**src/rtl/uart_fifo_core.sv**
```systemverilog
// Full-duplex UART with shared baud tick, 16x-oversampled receiver and
// first-word-fall-through TX/RX FIFOs with sticky line-error flags.
module uart_fifo_core #(
  parameter int DATA_BITS  = 8,
  parameter int BAUD_DIV   = 163,
  parameter int PARITY     = 0,
  parameter int STOP_BITS  = 1,
  parameter int FIFO_DEPTH = 4
) (
  input  logic                 i_clk,
  input  logic                 i_rst_n,
  input  logic                 i_rx,
  output logic                 o_tx,
  input  logic [DATA_BITS-1:0] i_tx_data,
  input  logic                 i_tx_wr,
  output logic                 o_tx_full,
  output logic                 o_tx_busy,
  output logic [DATA_BITS-1:0] o_rx_data,
  output logic                 o_rx_empty,
  input  logic                 i_rx_rd,
  input  logic                 i_err_clr,
  output logic                 o_rx_frame_err,
  output logic                 o_rx_parity_err,
  output logic                 o_rx_overrun
);

  localparam int         AW        = $clog2(FIFO_DEPTH);
  localparam int         CW        = $clog2(BAUD_DIV + 1);
  localparam logic       PAR_EN    = (PARITY != 0);
  localparam logic       PAR_ODD   = (PARITY == 1);
  localparam logic [4:0] STOP_LAST = 5'(16 * STOP_BITS - 1);
  localparam logic [2:0] LAST_BIT  = 3'(DATA_BITS - 1);

  typedef enum logic [2:0] {S_IDLE, S_START, S_DATA, S_PARITY, S_STOP} state_e;

  // ---------------- baud tick ----------------
  logic [CW-1:0] baud_q;
  logic          tick;

  assign tick = (baud_q == CW'(BAUD_DIV - 1));

  always_ff @(posedge i_clk or negedge i_rst_n) begin
    if (!i_rst_n) baud_q <= '0;
    else          baud_q <= tick ? '0 : baud_q + CW'(1);
  end

  // ---------------- TX FIFO ----------------
  logic [DATA_BITS-1:0] txf_mem [FIFO_DEPTH];
  logic [AW:0]          txf_wr_q, txf_rd_q;
  logic                 txf_full, txf_empty, txf_push, txf_pop;
  logic [DATA_BITS-1:0] txf_head;
  state_e               tx_state_q;

  assign txf_empty = (txf_wr_q == txf_rd_q);
  assign txf_full  = (txf_wr_q[AW] != txf_rd_q[AW]) &&
                     (txf_wr_q[AW-1:0] == txf_rd_q[AW-1:0]);
  assign txf_push  = i_tx_wr && !txf_full;
  assign txf_pop   = tick && (tx_state_q == S_IDLE) && !txf_empty;
  assign txf_head  = txf_mem[txf_rd_q[AW-1:0]];

  always_ff @(posedge i_clk or negedge i_rst_n) begin
    if (!i_rst_n) begin
      txf_wr_q <= '0;
      txf_rd_q <= '0;
    end else begin
      if (txf_push) txf_wr_q <= txf_wr_q + (AW+1)'(1);
      if (txf_pop)  txf_rd_q <= txf_rd_q + (AW+1)'(1);
    end
  end

  always_ff @(posedge i_clk) begin
    if (txf_push) txf_mem[txf_wr_q[AW-1:0]] <= i_tx_data;
  end

  // ---------------- TX FSM ----------------
  logic [4:0]           tx_tcnt_q;
  logic [2:0]           tx_bit_q;
  logic [DATA_BITS-1:0] tx_shift_q;
  logic                 tx_par_q;
  logic                 tx_q;

  always_ff @(posedge i_clk or negedge i_rst_n) begin
    if (!i_rst_n) begin
      tx_state_q <= S_IDLE;
      tx_tcnt_q  <= '0;
      tx_bit_q   <= '0;
      tx_shift_q <= '0;
      tx_par_q   <= 1'b0;
      tx_q       <= 1'b1;
    end else if (tick) begin
      case (tx_state_q)
        S_IDLE: begin
          if (!txf_empty) begin
            tx_shift_q <= txf_head;
            tx_par_q   <= (^txf_head) ^ PAR_ODD;
            tx_q       <= 1'b0;
            tx_tcnt_q  <= '0;
            tx_state_q <= S_START;
          end
        end
        S_START: begin
          if (tx_tcnt_q == 5'd15) begin
            tx_q       <= tx_shift_q[0];
            tx_tcnt_q  <= '0;
            tx_bit_q   <= '0;
            tx_state_q <= S_DATA;
          end else begin
            tx_tcnt_q <= tx_tcnt_q + 5'd1;
          end
        end
        S_DATA: begin
          if (tx_tcnt_q == 5'd15) begin
            tx_tcnt_q <= '0;
            if (tx_bit_q == LAST_BIT) begin
              if (PAR_EN) begin
                tx_q       <= tx_par_q;
                tx_state_q <= S_PARITY;
              end else begin
                tx_q       <= 1'b1;
                tx_state_q <= S_STOP;
              end
            end else begin
              tx_bit_q   <= tx_bit_q + 3'd1;
              tx_shift_q <= tx_shift_q >> 1;
              tx_q       <= tx_shift_q[1];
            end
          end else begin
            tx_tcnt_q <= tx_tcnt_q + 5'd1;
          end
        end
        S_PARITY: begin
          if (tx_tcnt_q == 5'd15) begin
            tx_q       <= 1'b1;
            tx_tcnt_q  <= '0;
            tx_state_q <= S_STOP;
          end else begin
            tx_tcnt_q <= tx_tcnt_q + 5'd1;
          end
        end
        S_STOP: begin
          if (tx_tcnt_q == STOP_LAST) begin
            tx_tcnt_q  <= '0;
            tx_state_q <= S_IDLE;
          end else begin
            tx_tcnt_q <= tx_tcnt_q + 5'd1;
          end
        end
        default: begin
          tx_q       <= 1'b1;
          tx_state_q <= S_IDLE;
        end
      endcase
    end
  end

  // ---------------- RX synchroniser + FSM ----------------
  logic [1:0]           rx_sync_q;
  logic                 rx_s;
  state_e               rx_state_q;
  logic [3:0]           rx_tcnt_q;
  logic [2:0]           rx_bit_q;
  logic [DATA_BITS-1:0] rx_shift_q;
  logic                 rx_bad_q;
  logic                 rx_centre, rx_stop_sample, rx_par_bad;
  logic                 rx_push, frame_err_set, parity_err_set, overrun_set;

  assign rx_s           = rx_sync_q[1];
  assign rx_centre      = tick && (rx_tcnt_q == 4'd15);
  assign rx_stop_sample = rx_centre && (rx_state_q == S_STOP);
  assign rx_par_bad     = rx_s != ((^rx_shift_q) ^ PAR_ODD);
  assign parity_err_set = rx_centre && (rx_state_q == S_PARITY) && rx_par_bad;
  assign frame_err_set  = rx_stop_sample && !rx_s;
  assign rx_push        = rx_stop_sample && rx_s && !rx_bad_q;

  always_ff @(posedge i_clk or negedge i_rst_n) begin
    if (!i_rst_n) rx_sync_q <= 2'b11;
    else          rx_sync_q <= {rx_sync_q[0], i_rx};
  end

  always_ff @(posedge i_clk or negedge i_rst_n) begin
    if (!i_rst_n) begin
      rx_state_q <= S_IDLE;
      rx_tcnt_q  <= '0;
      rx_bit_q   <= '0;
      rx_shift_q <= '0;
      rx_bad_q   <= 1'b0;
    end else begin
      case (rx_state_q)
        S_IDLE: begin
          if (!rx_s) begin
            rx_tcnt_q  <= '0;
            rx_state_q <= S_START;
          end
        end
        S_START: begin
          // Half-bit resample rejects short low glitches on the line.
          if (tick) begin
            if (rx_tcnt_q == 4'd7) begin
              rx_tcnt_q  <= '0;
              rx_bit_q   <= '0;
              rx_bad_q   <= 1'b0;
              rx_state_q <= rx_s ? S_IDLE : S_DATA;
            end else begin
              rx_tcnt_q <= rx_tcnt_q + 4'd1;
            end
          end
        end
        S_DATA: begin
          if (tick) begin
            rx_tcnt_q <= rx_tcnt_q + 4'd1;
            if (rx_centre) begin
              rx_shift_q <= {rx_s, rx_shift_q[DATA_BITS-1:1]};
              if (rx_bit_q == LAST_BIT) rx_state_q <= PAR_EN ? S_PARITY : S_STOP;
              else                      rx_bit_q   <= rx_bit_q + 3'd1;
            end
          end
        end
        S_PARITY: begin
          if (tick) begin
            rx_tcnt_q <= rx_tcnt_q + 4'd1;
            if (rx_centre) begin
              rx_bad_q   <= rx_par_bad;
              rx_state_q <= S_STOP;
            end
          end
        end
        S_STOP: begin
          if (tick) begin
            rx_tcnt_q <= rx_tcnt_q + 4'd1;
            if (rx_centre) rx_state_q <= S_IDLE;
          end
        end
        default: rx_state_q <= S_IDLE;
      endcase
    end
  end

  // ---------------- RX FIFO ----------------
  logic [DATA_BITS-1:0] rxf_mem [FIFO_DEPTH];
  logic [AW:0]          rxf_wr_q, rxf_rd_q;
  logic                 rxf_full, rxf_empty, rxf_pop, rxf_wr;

  assign rxf_empty   = (rxf_wr_q == rxf_rd_q);
  assign rxf_full    = (rxf_wr_q[AW] != rxf_rd_q[AW]) &&
                       (rxf_wr_q[AW-1:0] == rxf_rd_q[AW-1:0]);
  assign rxf_pop     = i_rx_rd && !rxf_empty;
  assign rxf_wr      = rx_push && (!rxf_full || rxf_pop);
  assign overrun_set = rx_push && rxf_full && !rxf_pop;

  always_ff @(posedge i_clk or negedge i_rst_n) begin
    if (!i_rst_n) begin
      rxf_wr_q <= '0;
      rxf_rd_q <= '0;
    end else begin
      if (rxf_wr)  rxf_wr_q <= rxf_wr_q + (AW+1)'(1);
      if (rxf_pop) rxf_rd_q <= rxf_rd_q + (AW+1)'(1);
    end
  end

  always_ff @(posedge i_clk) begin
    if (rxf_wr) rxf_mem[rxf_wr_q[AW-1:0]] <= rx_shift_q;
  end

  // ---------------- sticky flags: set beats clear ----------------
  logic frame_err_q, parity_err_q, overrun_q;
  logic frame_err_d, parity_err_d, overrun_d;

  assign frame_err_d  = frame_err_set  | (frame_err_q  & ~i_err_clr);
  assign parity_err_d = parity_err_set | (parity_err_q & ~i_err_clr);
  assign overrun_d    = overrun_set    | (overrun_q    & ~i_err_clr);

  always_ff @(posedge i_clk or negedge i_rst_n) begin
    if (!i_rst_n) begin
      frame_err_q  <= 1'b0;
      parity_err_q <= 1'b0;
      overrun_q    <= 1'b0;
    end else begin
      frame_err_q  <= frame_err_d;
      parity_err_q <= parity_err_d;
      overrun_q    <= overrun_d;
    end
  end

  assign o_tx            = tx_q;
  assign o_tx_full       = txf_full;
  assign o_tx_busy       = !txf_empty || (tx_state_q != S_IDLE);
  assign o_rx_empty      = rxf_empty;
  assign o_rx_data       = rxf_empty ? '0 : rxf_mem[rxf_rd_q[AW-1:0]];
  assign o_rx_frame_err  = frame_err_q;
  assign o_rx_parity_err = parity_err_q;
  assign o_rx_overrun    = overrun_q;

endmodule

```
**config.mk**
```make
export PLATFORM = sky130hd
export DESIGN_NAME = uart_fifo_core
export DESIGN_NICKNAME = d
export VERILOG_FILES = /design/src/rtl/uart_fifo_core.sv
export SDC_FILE = /design/constraint.sdc
export NUM_CORES = 1
export LEC_CHECK = 0
export CELL_PAD_IN_SITES_DETAIL_PLACEMENT = 1
export CELL_PAD_IN_SITES_GLOBAL_PLACEMENT = 1
export CORE_ASPECT_RATIO = 2
export CORE_UTILIZATION = 54
export DETAILED_ROUTE_END_ITERATION = 16
export GPL_ROUTABILITY_DRIVEN = 0
export GPL_TIMING_DRIVEN = 0
export HOLD_SLACK_MARGIN = 0.05
export PLACE_DENSITY_LB_ADDON = 0.1
export SYNTH_ARGS = -nofsm -noshare
export SYNTH_HDL_FRONTEND = slang
export SYNTH_SLANG_ARGS = --single-unit
```
**constraint.sdc**
```tcl
create_clock -name i_clk -period 3.5 [get_ports i_clk]
set_input_delay 0.7 -clock i_clk [delete_from_list [all_inputs] [get_ports i_clk]]
set_output_delay 0.7 -clock i_clk [all_outputs]
set_load 0.01 [all_outputs]
```
### Word level (Yosys, flattened, before mapping)

Memories as Yosys holds them, arrays and structs flattened.
Index checks and enable logic that the tools add are counted.

* $add $sub $neg: 9
* equality and inequality tests: 40
* multiplexer cells: 57
* bitwise logic cells: 8
* reduce and logical (&&, ||, !) cells: 47

Operators by type and width (number)
* 3-bit two-way mux: 23
* 8-bit two-way mux: 5
* 2-bit != test, second input constant: 18
* 3-bit case mux with 5 select lines: 2
* 3-bit by 1-bit adder with 3-bit output, second input constant: 6
* 1-bit logical AND: 16
* 4-bit two-way mux: 4
* 8-bit case mux with 2 select lines: 1
* 5-bit AND reduction: 3
* 1-bit two-way mux: 13
* 3-bit by 2-bit == test with 1-bit output, second input constant: 4
* 3-bit == test, second input constant: 4
* 3-bit case mux with 2 select lines: 2
* 4-bit case mux with 3 select lines: 1
* 6-bit AND reduction: 2
* 5-bit two-way mux: 2
* 5-bit case mux with 2 select lines: 1
* 10-bit AND reduction: 1
* 2-bit nonzero test: 5
* 8-bit by 1-bit adder with 8-bit output, second input constant: 1
* 8-bit == test, second input constant: 1
* 8-bit parity: 1
* 1-bit zero test: 7
* 7-bit AND reduction: 1
* other kinds (23): 37

* register bits: 64
* bits in writable memories: 64
* input bits: 14
* output and inout bits: 15
* logic and storage cells: 182
* memories kept: 2

Memories
* rxf_mem: depth 4, bits a word 8, read ports 1, clocked after memory_dff 0, write ports 1, line 239 `logic [DATA_BITS-1:0] rxf_mem [FIFO_DEPTH];`
* txf_mem: depth 4, bits a word 8, read ports 1, clocked after memory_dff 0, write ports 1, line 48 `logic [DATA_BITS-1:0] txf_mem [FIFO_DEPTH];`

### Longest topological paths before layout

* depth after elaboration: 8
* depth in mapped cells: 8

### Worst setup path before layout

Ideal clock, no wire load.

* kind: reg-to-reg
* start: reg baud_q[0]
* end: mem rxf_mem[3][0], enable pin
* arrival time: 1.803 ns
* slack: 1.365 ns
* cell stages (with the launch flop): 7
* period minus slack after synthesis: 2.135 ns
* cells stage by stage: dfrtp_1 -> inv_1 -> ha_1 -> nor4b_4 -> nand4_4 -> nor4_4 -> and2_1

* word-level cells in the longest chain between the ends: 8

RTL lines
* from (decl): line 37 `logic [CW-1:0] baud_q;`
* from (signal assigned): line 44 `else baud_q <= tick ? '0 : baud_q + CW'(1);`
* 8-bit == test: line 40 `assign tick = (baud_q == CW'(BAUD_DIV - 1));`
* 1-bit logical AND: line 168 `assign rx_centre = tick && (rx_tcnt_q == 4'd15);`
* 1-bit logical AND: line 169 `assign rx_stop_sample = rx_centre && (rx_state_q == S_STOP);`
* 1-bit logical AND (2 in series): line 173 `assign rx_push = rx_stop_sample && rx_s && !rx_bad_q;`
* 1-bit logical AND: line 247 `assign rxf_wr = rx_push && (!rxf_full || rxf_pop);`
* 1-bit two-way mux: line 261 `if (rxf_wr) rxf_mem[rxf_wr_q[AW-1:0]] <= rx_shift_q;`
* 1-bit two-way mux (implied by the code): line 261
* to (decl): line 239

Every way passes these cells.

### Worst setup path in the final report

* start: reg tx_state_q[0]
* end: out o_tx_busy

* word-level cells in the longest chain between the ends: 2

RTL lines
* from (decl): line 52 `state_e tx_state_q;`
* from (signal assigned): line 84 `tx_state_q <= S_IDLE;`
* from (signal assigned): line 98 `tx_state_q <= S_START;`
* from (signal assigned): line 106 `tx_state_q <= S_DATA;`
* 3-bit nonzero test: line 286 `assign o_tx_busy = !txf_empty || (tx_state_q != S_IDLE);`
* 1-bit logical OR: line 286
* to (decl): line 17 `output logic o_tx_busy,`

Every way passes these cells.

==> results.txt <==
The flow ran to the end, and the final reports show no timing, DRC or antenna violations. The launch point of the worst hold path is rx_sync_q[0]$_DFF_PN1_. The die height is 152 µm.

Across every metal layer, demand over resource in global routing totals 25.4%. The detailed router's first-iteration violation count was 183. The area growth from synthesis to layout is 17.6%.

The tools report the initial core utilization as 55.5%. The tools report the number of detailed-route iterations in the first pass as 4. Summing all multi-input logic gate instances after layout gives 2350 µm².

Entering global routing, the biggest net connects 65 pins. The logs give 0 for the setup fix buffers added after clock tree synthesis and 9290 µm for the sum of net half-perimeters after detailed placement. Of all flip-flops after synthesis, the portion carrying an async set or reset was 50.0%. For the worst-skew pair, the clock arrives at the later sink with an insertion delay of 0.42 ns. Number of global-route vias before repair: 4295. Leaving out fill and tap cells, the most frequent cell in the layout is edfxtp_1. Across all setup checks in the final design, the least slack found is 0.214 ns. The cell count after synthesis came out at 428.

The number of placed instances, taps included, is 596. Static timing analysis puts the maximum clock frequency at 304 MHz. The Yosys step of the flow raised 0 warnings. Setup repair after global routing left no endpoint under its margin. In the final layout, the share of cells above drive strength 1 is 20.3%. The count of instances resized after the clock tree is built was 0; the remaining number of nets flagged by the antenna check after routing was 0.

The routed layout has 3738 vias. The number of synthesized flops with an enable pin came out at 64. Actual slew at the worst max-slew pin: 0.859 ns. The biggest area consumer among synthesized cells is edfxtp_1. The hold violation total from the final report came out at 0. The final critical path takes up 93.9% of the cycle.

The tools report the total length of routed wires as 13400 µm. Leaving out fill and tap cells, the most frequent cells in the layout are 64 x edfxtp_1, 61 x dfrtp_1, 27 x clkdlybuf4s50_1. The worst setup path is captured at an output port.

The worst max-slew margin expressed relative to the limit was 42.7%; the count of hold buffers inserted by post-cts repair was 0. The number of nets handed over by synthesis was 460. The floorplan has 54 rows.

The first global-routing pass estimated 21600 µm of wire. The startpoint identified for the worst register-to-register timing path is baud_q[0]$_DFF_PN0_. Counting the fill cells in the layout gives 1009. The number of antenna cells inserted was 0. The worst setup path is launched from a flop.

Data on the critical path arrives at its endpoint at 2.59 ns. The post-synthesis cell type count is 63, and the buffer levels on the longest clock path is 2. In the routed layout, each cell is associated on average with a via count of 5.95. For the finished layout, the period the worst path requires is 3.29 ns. Critical path's top delay family: simple AND/OR/NAND/NOR gates. The highest net fanout along the worst path was 10; the number of port buffers was 28. The storage element area is 3530 µm².

In the final design database the tool counted 507 nets. The clock tree synthesis step divided the H-tree into 4 levels. The floorplan step defined a die boundary enclosing 11600 µm².

The average size of a mapped cell is 14.1 µm². Before CTS, the worst setup slack after placement is 0.711 ns. The logs give 128 for the number of clock sinks and 17 for the clock buffer count from CTS. For this run, the number of standard cells in the final layout without fillers is 628. The CTS root buffer is clkbuf_16.

In this run the cell area of the synthesized design comes to 6040 µm². For the final routed database, the setup TNS stands at 0 ns. Clock-pin slew was measured on the worst setup and hold paths at 0.06 ns. After synthesis the netlist holds a flip-flop and latch count of 128.

Yosys attributes the largest share of cell area to edfxtp_1 32%, dfrtp_1 25%, mux4_2 6.0%. The count of buffering cells on the critical path with inverters included is 2. Across all hold checks on the routed design, the worst slack comes to 0.355 ns. The tools report the origin of the worst setup path as tx_state_q[0]$_DFFE_PN0P_.

The analysis attributes to cell leakage a power of 2.98 nW. In the final routed layout, each cell accounts on average for 21.3 µm. The primary flip-flop cell chosen by synthesis mapping is edfxtp_1.

Initial antenna violation count: 0. TritonCTS built the clock tree. In this design, the stage delay of the slowest critical-path cell is 0.61 ns.

For this design, the slowest cell found on the critical path is nor3_1. The tool flagged a number of max-cap violations equal to 0. The run gives 0 as the max-slew violation count. For this run, design rule violations remaining after detail routing come to 0. The worst-case IR drop observed on VDD is 0.000431 V. The critical path goes through buf_2 -> nor3_1 -> nand4_1 -> clkdlybuf4s50_1.

In this run the horizontal extent of the chip is 76.8 µm. The tools report the worst clock skew as 0.0105 ns. The top-area cell type share of the netlist area works out to 31.8%. The total area inside the core boundary comes to 10900 µm². The sequential element share of the synthesized area was 58.4%; the total congestion overflow after global routing was 0. The endpoint required time on the critical path came out at 2.80 ns.

The I/O pin count came out at 29. The tightest min-delay check is of the reg2reg type. The category of the critical setup timing path was reg2out. In this run the power density over the cells is 570 nW/µm². For the final count of negative-setup-slack endpoints, the log shows 0.
[stage by stage]
| stage | power, mW | instance area [µm²] | util, % |
|---|---|---|---|
| after floorplan | 2.09 | 6040 | - |
| after global placement | 2.23 | 6490 | 59.7 |
| after detailed placement | 2.27 | 6490 | 59.7 |
| after CTS | 4.08 | 7100 | 65.3 |
| after global routing | 4.20 | 7100 | 65.3 |
| final | 4.05 | 7100 | 65.3 |
[registers in the layout (all words and copies together) (netlist names), 2 cells and up]
name	count
txf_wr_q	3
tx_state_q	3
rx_bit_q	3
txf_mem	32
rx_tcnt_q	4
rx_state_q	3
tx_shift_q	8
tx_tcnt_q	5
rx_sync_q	2
tx_bit_q	3
rxf_mem	32
rxf_rd_q	3
baud_q	8
txf_rd_q	3
rxf_wr_q	3
rx_shift_q	8
[metal layers]
| metal | share of wire [%] | vias up | GRT usage (%) | wire, µm |
|---|---|---|---|---|
| met5 | 0 | - | 0 | 0 |
| li1 | - | 1688 | - | - |
| met1 | 31 | 1931 | 21.4 | 4150 |
| met2 | 62 | 80 | 52.1 | 8350 |
| met4 | 4.1 | 0 | 14.9 | 548 |
| met3 | 2.4 | 39 | 5.33 | 319 |
[area by class of cell]
cell class	instances	area share [%]
Tap cell	140	2.47
Buffer	16	1.06
Clock buffer	18	6.05
Inverter	22	1.16
Sequential cell	128	49.7
Clock inverter	14	2.54
Multi-Input combinational cell	262	33.1
Timing Repair Buffer	28	3.91
[worst reg2reg max path: cells and delay by family, from the launching register on]
family                   cells  cell delay (ns)
adder cells (fa/ha/maj)      1             0.17
flip-flops                   1             0.43
buffers and inverters        1             0.08
AND/OR/NAND/NOR              4             1.60
[power breakdown]
part | leakage, nW | switching [mW] | internal (mW) | total [mW]
Combinational | 1.17 | 0.276 | 0.205 | 0.480
Clock | 0.292 | 0.684 | 1.13 | 1.82
Sequential | 1.52 | 0.0552 | 1.70 | 1.75
[cell families (layout without fill, tap and decap cells)]
kind of cell	after synthesis	count (layout)	share of synthesized area [%]
flip-flops	128	128	58.4
AND/OR/NAND/NOR	115	115	12.2
multiplexers	55	55	13.1
AO/OA/AOI/OAI	45	45	5.53
buffers and inverters	38	98	2.61
XOR/XNOR	29	29	4.44
adder cells (fa/ha/maj)	18	18	3.73
[cell usage after synthesis (all sizes together), types with 8 or more instances]
master  number
o21ai       13
buf          9
inv         22
nor2b       11
dfrtp       61
nand3        9
nor2        15
ha          18
xnor2       22
mux2        31
mux2i        8
and2        11
nand2       21
mux4        16
edfxtp      64
[path summary, 6_finish.rpt]
kind | end | slack, ns | cells after the start
setup / recovery | o_tx_busy | 0.21 | 4
hold / removal | rx_sync_q[1]$_DFF_PN1_ | 0.36 | 0
setup reg to reg | rxf_mem[3][2]$_DFFE_PP_ | 0.87 | 6
hold reg to reg | rx_sync_q[1]$_DFF_PN1_ | 0.36 | 0
max in group asynchronous | o_rx_frame_err$_DFF_PN0_ | 2.55 | 1
min in group asynchronous | baud_q[3]$_DFF_PN0_ | 0.39 | 1
No activity file was read; power rests on OpenSTA's default activity.
